$ cat config.mk
export PLATFORM = sky130hd
export DESIGN_NAME = muldiv_unit_flat
export DESIGN_NICKNAME = d
export VERILOG_FILES = /design/src/rtl/muldiv_unit_pkg.sv /design/src/rtl/muldiv_unit_if.sv /design/src/rtl/muldiv_unit.sv /design/src/flat_wrapper.sv
export SDC_FILE = /design/constraint.sdc
export NUM_CORES = 1
export LEC_CHECK = 0
export ABC_AREA = 1
export CAP_MARGIN = 40
export CELL_PAD_IN_SITES_DETAIL_PLACEMENT = 1
export CELL_PAD_IN_SITES_GLOBAL_PLACEMENT = 1
export CORE_UTILIZATION = 45
export DETAILED_ROUTE_END_ITERATION = 8
export GPL_ROUTABILITY_DRIVEN = 0
export PLACE_DENSITY_LB_ADDON = 0.1
export SLEW_MARGIN = 5
export SYNTH_ARGS = -nofsm -noshare
export SYNTH_HDL_FRONTEND = slang
export SYNTH_SLANG_ARGS = --single-unit
$ cat constraint.sdc
create_clock -name clk -period 4 [get_ports clk]
set_clock_uncertainty 0.05 [all_clocks]
set_input_delay 1.2 -clock clk [delete_from_list [all_inputs] [get_ports clk]]
set_output_delay 1.2 -clock clk [all_outputs]
set_load 0.005 [all_outputs]
$ cat src/rtl/muldiv_unit_pkg.sv
// Shared ALU control codes and multiply/divide
// sequencer state encoding.
package muldiv_unit_pkg;

  localparam logic [2:0] ALU_AND = 3'b000;
  localparam logic [2:0] ALU_OR  = 3'b001;
  localparam logic [2:0] ALU_ADD = 3'b010;
  localparam logic [2:0] ALU_MUL = 3'b011;
  localparam logic [2:0] ALU_NOR = 3'b100;
  localparam logic [2:0] ALU_DIV = 3'b101;
  localparam logic [2:0] ALU_SUB = 3'b110;
  localparam logic [2:0] ALU_SLT = 3'b111;

  typedef enum logic [1:0] {
    IDLE = 2'd0,
    RUN  = 2'd1,
    FIX  = 2'd2,
    DONE = 2'd3
  } state_e;

endpackage

$ cat src/rtl/muldiv_unit_if.sv
// start/busy/done handshake and result bus between
// the datapath and the multiply/divide unit.
interface muldiv_unit_if #(
  parameter int WIDTH = 32
);
  logic             start;
  logic [2:0]       alu_control;
  logic [WIDTH-1:0] src_a;
  logic [WIDTH-1:0] src_b;
  logic             busy;
  logic             done;
  logic [WIDTH-1:0] lo;
  logic [WIDTH-1:0] hi;
  logic             div_by_zero;

  modport master (
    output start, alu_control, src_a, src_b,
    input  busy, done, lo, hi, div_by_zero
  );

  modport slave (
    input  start, alu_control, src_a, src_b,
    output busy, done, lo, hi, div_by_zero
  );
endinterface

$ cat src/rtl/muldiv_unit.sv
// Iterative signed multiply / restoring divide,
// one bit per cycle on magnitudes, sign fixed at end.
module muldiv_unit
  import muldiv_unit_pkg::*;
#(
  parameter int WIDTH = 32
) (
  input  logic         clk,
  input  logic         rst_n,
  muldiv_unit_if.slave bus
);

  localparam int CW = $clog2(WIDTH);

  state_e             state_q, state_d;
  logic [CW-1:0]      cnt_q, cnt_d;
  logic               div_q, div_d;
  logic               sa_q, sa_d;
  logic               sb_q, sb_d;
  logic [WIDTH-1:0]   b_q, b_d;
  logic [2*WIDTH-1:0] work_q, work_d;
  logic [WIDTH:0]     rem_q, rem_d;
  logic [WIDTH-1:0]   lo_q, lo_d;
  logic [WIDTH-1:0]   hi_q, hi_d;
  logic               dbz_q, dbz_d;

  logic               is_mul, is_div, accept;
  logic [WIDTH-1:0]   a_mag, b_mag;
  logic [WIDTH:0]     madd, shl, trial;
  logic [2*WIDTH-1:0] prod_fix;
  logic [WIDTH-1:0]   quo_fix, rem_fix;

  assign is_mul = bus.alu_control == ALU_MUL;
  assign is_div = bus.alu_control == ALU_DIV;
  assign accept = bus.start && (is_mul || is_div);

  assign a_mag = bus.src_a[WIDTH-1] ? -bus.src_a
                                    : bus.src_a;
  assign b_mag = bus.src_b[WIDTH-1] ? -bus.src_b
                                    : bus.src_b;

  // mul: work_q = {partial product, multiplier}
  assign madd = {1'b0, work_q[2*WIDTH-1:WIDTH]}
              + (work_q[0] ? {1'b0, b_q} : '0);

  // div: work_q[WIDTH-1:0] shifts dividend out, quotient in
  assign shl   = {rem_q[WIDTH-1:0], work_q[WIDTH-1]};
  assign trial = shl - {1'b0, b_q};

  assign prod_fix = (sa_q ^ sb_q) ? -work_q : work_q;
  assign quo_fix  = (sa_q ^ sb_q) ? -work_q[WIDTH-1:0]
                                  : work_q[WIDTH-1:0];
  assign rem_fix  = sa_q ? -rem_q[WIDTH-1:0]
                         : rem_q[WIDTH-1:0];

  always_comb begin
    state_d = state_q;
    cnt_d   = cnt_q;
    div_d   = div_q;
    sa_d    = sa_q;
    sb_d    = sb_q;
    b_d     = b_q;
    work_d  = work_q;
    rem_d   = rem_q;
    lo_d    = lo_q;
    hi_d    = hi_q;
    dbz_d   = dbz_q;
    unique case (state_q)
      IDLE: begin
        if (accept) begin
          div_d  = is_div;
          sa_d   = bus.src_a[WIDTH-1];
          sb_d   = bus.src_b[WIDTH-1];
          b_d    = b_mag;
          work_d = {{WIDTH{1'b0}}, a_mag};
          rem_d  = '0;
          cnt_d  = CW'(WIDTH - 1);
          dbz_d  = 1'b0;
          state_d = RUN;
          if (is_div && bus.src_b == '0) begin
            lo_d    = '1;
            hi_d    = bus.src_a;
            dbz_d   = 1'b1;
            state_d = DONE;
          end
        end
      end
      RUN: begin
        if (div_q) begin
          rem_d = trial[WIDTH] ? shl : trial;
          work_d[WIDTH-1:0] = {work_q[WIDTH-2:0],
                               ~trial[WIDTH]};
        end else begin
          work_d = {madd, work_q[WIDTH-1:1]};
        end
        if (cnt_q == '0) begin
          state_d = FIX;
        end else begin
          cnt_d = cnt_q - CW'(1);
        end
      end
      FIX: begin
        if (div_q) begin
          lo_d = quo_fix;
          hi_d = rem_fix;
        end else begin
          lo_d = prod_fix[WIDTH-1:0];
          hi_d = prod_fix[2*WIDTH-1:WIDTH];
        end
        state_d = DONE;
      end
      DONE: state_d = IDLE;
      default: state_d = IDLE;
    endcase
  end

  always_ff @(posedge clk or negedge rst_n) begin
    if (!rst_n) begin
      state_q <= IDLE;
      cnt_q   <= '0;
      div_q   <= 1'b0;
      sa_q    <= 1'b0;
      sb_q    <= 1'b0;
      b_q     <= '0;
      work_q  <= '0;
      rem_q   <= '0;
      lo_q    <= '0;
      hi_q    <= '0;
      dbz_q   <= 1'b0;
    end else begin
      state_q <= state_d;
      cnt_q   <= cnt_d;
      div_q   <= div_d;
      sa_q    <= sa_d;
      sb_q    <= sb_d;
      b_q     <= b_d;
      work_q  <= work_d;
      rem_q   <= rem_d;
      lo_q    <= lo_d;
      hi_q    <= hi_d;
      dbz_q   <= dbz_d;
    end
  end

  assign bus.busy        = state_q != IDLE;
  assign bus.done        = state_q == DONE;
  assign bus.lo          = lo_q;
  assign bus.hi          = hi_q;
  assign bus.div_by_zero = dbz_q;

endmodule

$ cat src/flat_wrapper.sv
// flat-port wrapper written by rule: the top's interface ports become plain ports
module muldiv_unit_flat import muldiv_unit_pkg::*;
#(
  parameter int WIDTH = 32
)
  (clk, rst_n, bus_start, bus_alu_control, bus_src_a, bus_src_b, bus_busy, bus_done, bus_lo, bus_hi, bus_div_by_zero);
  muldiv_unit_if #(.WIDTH(WIDTH)) bus_i ();
  input  logic clk;
  input  logic rst_n;
  input wire logic [$bits(bus_i.start)-1:0] bus_start;
  input wire logic [$bits(bus_i.alu_control)-1:0] bus_alu_control;
  input wire logic [$bits(bus_i.src_a)-1:0] bus_src_a;
  input wire logic [$bits(bus_i.src_b)-1:0] bus_src_b;
  output wire logic [$bits(bus_i.busy)-1:0] bus_busy;
  output wire logic [$bits(bus_i.done)-1:0] bus_done;
  output wire logic [$bits(bus_i.lo)-1:0] bus_lo;
  output wire logic [$bits(bus_i.hi)-1:0] bus_hi;
  output wire logic [$bits(bus_i.div_by_zero)-1:0] bus_div_by_zero;
  assign bus_i.start = bus_start;
  assign bus_i.alu_control = bus_alu_control;
  assign bus_i.src_a = bus_src_a;
  assign bus_i.src_b = bus_src_b;
  assign bus_busy = bus_i.busy;
  assign bus_done = bus_i.done;
  assign bus_lo = bus_i.lo;
  assign bus_hi = bus_i.hi;
  assign bus_div_by_zero = bus_i.div_by_zero;
  muldiv_unit #(.WIDTH(WIDTH)) u_core (.clk(clk), .rst_n(rst_n), .bus(bus_i));
endmodule
==> flow_metrics.env <==
export IMPL_outcome="complete, but fails checks"
export IMPL_violations="design-rule violations"
export IMPL_core_mm2=0.0411
export IMPL_htreeDepth=1
export IMPL_worst_slack_ps=520
export IMPL_synth_area_leaders="dfrtp_1, nand2_1, inv_1"
export IMPL_ir_worst_vdd_v=0.000430
export IMPL_yosys_area_share_simple_pct=41.3
export IMPL_arrival_ps=3880
export IMPL_min_path_type="reg2reg"
export IMPL_cp_num_buf_inv=2
export IMPL_antenna_cells=0
export IMPL_grt_pass1_wl_um=126000
export IMPL_hold_path_end="u_core.bus.lo[7]$_DFFE_PN0P_"
export IMPL_clock_sinks=203
export IMPL_postCtsHoldBufs=0
export IMPL_io_pins=137
export IMPL_slowest_stage="dfrtp_1"
export IMPL_place_ws_ps=191
export IMPL_yosysSeqAreaShare_pct=26.9
export IMPL_most_common_layout_cells="nand2_1, inv_1, nor2_1"
export IMPL_fmax_mhz=287
export IMPL_grt_overflow=0
export IMPL_cp_start_kind="flip-flop"
export IMPL_end_kind="flip-flop"
export IMPL_avgRoutedWirePerCell_um=21.1
export IMPL_fin_crit_ps=3480
export IMPL_antenna_found_initial=0
export IMPL_syn_avg_cell_area_um2=5.86
export IMPL_reg2reg_depth=17
export IMPL_worstSkewPairLatency_ps=570
export IMPL_design_area_mm2=0.0217
export IMPL_place_hpwl_um=65100
export IMPL_rows=74
export IMPL_fin_total_pwr_mw=17.3
export IMPL_remaining_drc_errors=11
export IMPL_critical_path_top_delay_family="simple AND/OR/NAND/NOR gates"
export IMPL_grt_max_degree=73
export IMPL_syn_nets=3370
export IMPL_cts_max_path_buffers=3
export IMPL_grt_pass1_vias=23000
export IMPL_worstHoldStart="u_core.bus.lo[7]$_DFFE_PN0P_"
export IMPL_crit_fanout=32
export IMPL_cts_tree="built"
export IMPL_hold_violations=0
export IMPL_drive_gt1_share_pct=3.20
export IMPL_dr_pass1_iters=9
export IMPL_setup_viol=0
export IMPL_yosys_area_share_adder_pct=5.18
export IMPL_whs_path_depth=2
export IMPL_synth_cells=3223
export IMPL_cts_made_buffers=27
export IMPL_holdWs_ps=436
export IMPL_design_die_area_mm2=0.0428
export IMPL_r2r_start="u_core.work_q[31]$_DFFE_PN0P_"
export IMPL_max_cap_violations=0
export IMPL_die_w_um=207
export IMPL_synth_top_family_by_area="simple AND/OR/NAND/NOR gates"
export IMPL_vias_per_cell=5.84
export IMPL_final_common_cell="nand2_1"
export IMPL_reg2reg_to="u_core.rem_q[14]$_DFFE_PN0P_"
export IMPL_synth_xor_area_share_pct=1.99
export IMPL_initial_core_util_pct=45.9
export IMPL_die_y_um=207
export IMPL_grt_use_total_pct=38.2
export IMPL_min_period_over_period_pct=87.0
export IMPL_setup_tns_final_ps=0
export IMPL_finish_net_count=3474
export IMPL_clk_pin_slew_ps=60
export IMPL_synth_cell_types=51
export IMPL_tightest_slew_ps=885
export IMPL_synth_seq_cells=203
export IMPL_syn_area_mm2=0.0189
export IMPL_max_stage_delay_ps=510
export IMPL_drv_slew=0
export IMPL_cts_setup_buffers=0
export IMPL_vias=22600
export IMPL_dpl_cell_area_mm2=0.0208
export IMPL_first_iter_violations=1851
export IMPL_synth_area_mux_share_pct=0.0596
export IMPL_synth_top_area_share_pct=26.9
export IMPL_drt_wl_total_um=81700
export IMPL_io_buffers=136
export IMPL_post_cts_resize_count=0
export IMPL_crit_required_ps=4400
export IMPL_power_leakage_nw=11.3
export IMPL_criticalPathCategory="reg2reg"
export IMPL_r2r_slack_ps=520
export IMPL_final_antenna_net_count=0
export IMPL_relSlewSlack_pct=40.6
export IMPL_rsz0062_at_grt="no"
export IMPL_synth_compound_area_share_pct=14.0
export IMPL_crit_path_frequent_cell="nand2_1"
export IMPL_yosysTopAreaCell="dfrtp_1"
export IMPL_cellPowerDensity_mw_per_mm2=796
export IMPL_root_buffer="clkbuf_16"
export IMPL_syn2layout_area_growth_pct=15.0
export IMPL_critical_path_cell_chain="inv_1 > ha_1 > fa_1 > inv_1 > nand2_1 > nand2_1 > nand3_1 > nand2_1 > nand2_1 > nand2_1 > nand2_1 > nand2_1 > nand2_1 > nand2_2 > nand2_1 > nand3_1 > nand2_1"
export IMPL_yosys_warnings=0
[power breakdown]
group / switching, mW / total [mW] / leakage, nW / internal (mW)
Clock: 1.02 / 2.50 / 0.420 / 1.48
Sequential: 1.21 / 4.14 / 2.51 / 2.94
Combinational: 7.18 / 10.6 / 8.35 / 3.45
Total: 9.41 / 17.3 / 11.3 / 7.87
[layer usage]
metal | routed length, um | GRT usage [%] | part of all wire [%] | up-vias
li1 | - | - | - | 10600
met2 | 37500 | 63.5 | 46 | 841
met4 | 6410 | 26.3 | 7.8 | 0
met5 | 0 | 0 | 0 | -
met3 | 5350 | 5.59 | 6.6 | 281
met1 | 32400 | 45.5 | 40 | 11000
[per-stage QoR]
stage          util [%]  instances
2_1_floorplan         -       3223
3_3_place_gp       50.6       3829
3_5_place_dp       50.6       3830
4_1_cts            52.8       3876
5_1_grt            52.8       3876
6_report           52.8       3876
[layout make-up]
type	count	area [um^2]
Fill cell	5818	19400
Clock buffer	32	724
Tap cell	532	666
Sequential cell	203	5080
Inverter	416	1560
Timing Repair Buffer	171	1700
Clock inverter	14	168
Multi-Input combinational cell	2508	11800
[cell usage after synthesis, drive strengths merged]
master / n
nand2: 1110
inv: 412
nor2: 394
nand3: 292
o21ai: 216
dfrtp: 203
a21oi: 179
ha: 75
clkbuf: 59
nand4: 41
buf: 37
nor3: 37
xnor2: 21
xor2: 21
a31oi: 16
a221oi: 13
nand3b: 12
o211ai: 12
o31ai: 10
a22oi: 7
o22ai: 7
o21a: 6
nor4: 5
or2: 5
a21o: 4
and2: 4
and3: 4
clkinv: 4
o21bai: 3
o221ai: 3
a21boi: 2
fa: 2
o32ai: 2
a32oi: 1
a41oi: 1
mux2: 1
nand2b: 1
o41ai: 1
[flip-flops by register name, summed over array words and instances (netlist names)]
| signal | count |
|---|---|
| u_core.sb_q | 1 |
| u_core.state_q | 2 |
| u_core.b_q | 32 |
| u_core.bus.lo | 32 |
| u_core.bus.div_by_zero | 1 |
| u_core.work_q | 64 |
| u_core.rem_q | 32 |
| u_core.sa_q | 1 |
| u_core.div_q | 1 |
| u_core.bus.hi | 32 |
| u_core.cnt_q | 5 |
[worst max path at each step]
stage,slack [ps],to,start,cells past startpoint
4_1_cts,620,u_core.rem_q[14]$_DFFE_PN0P_,u_core.work_q[31]$_DFFE_PN0P_,17
3_3_place_gp,330,u_core.bus.lo[7]$_DFFE_PN0P_,bus_src_b[0],16
2_1_floorplan,1180,u_core.bus.hi[10]$_DFFE_PN0P_,bus_src_b[0],15
5_1_grt,390,u_core.rem_q[13]$_DFFE_PN0P_,u_core.work_q[31]$_DFFE_PN0P_,17
6_report,520,u_core.rem_q[14]$_DFFE_PN0P_,u_core.work_q[31]$_DFFE_PN0P_,17
3_5_place_dp,190,u_core.bus.hi[13]$_DFFE_PN0P_,bus_src_b[1],17
[logic make-up after synthesis]
family | after synthesis
AND/OR/NAND/NOR | 1905
buffers and inverters | 512
AO/OA/AOI/OAI | 483
flip-flops | 203
adder cells (fa/ha/maj) | 77
XOR/XNOR | 42
multiplexers | 1
[worst reg2reg max path: cells and delay by family, from the launching register on]
| kind | cells | cell delay, ps |
|---|---|---|
| fa+ha+maj | 2 | 700 |
| buf+inv | 2 | 330 |
| flops | 1 | 510 |
| simple gates | 13 | 1800 |
(Power assumes the default switching activity.)
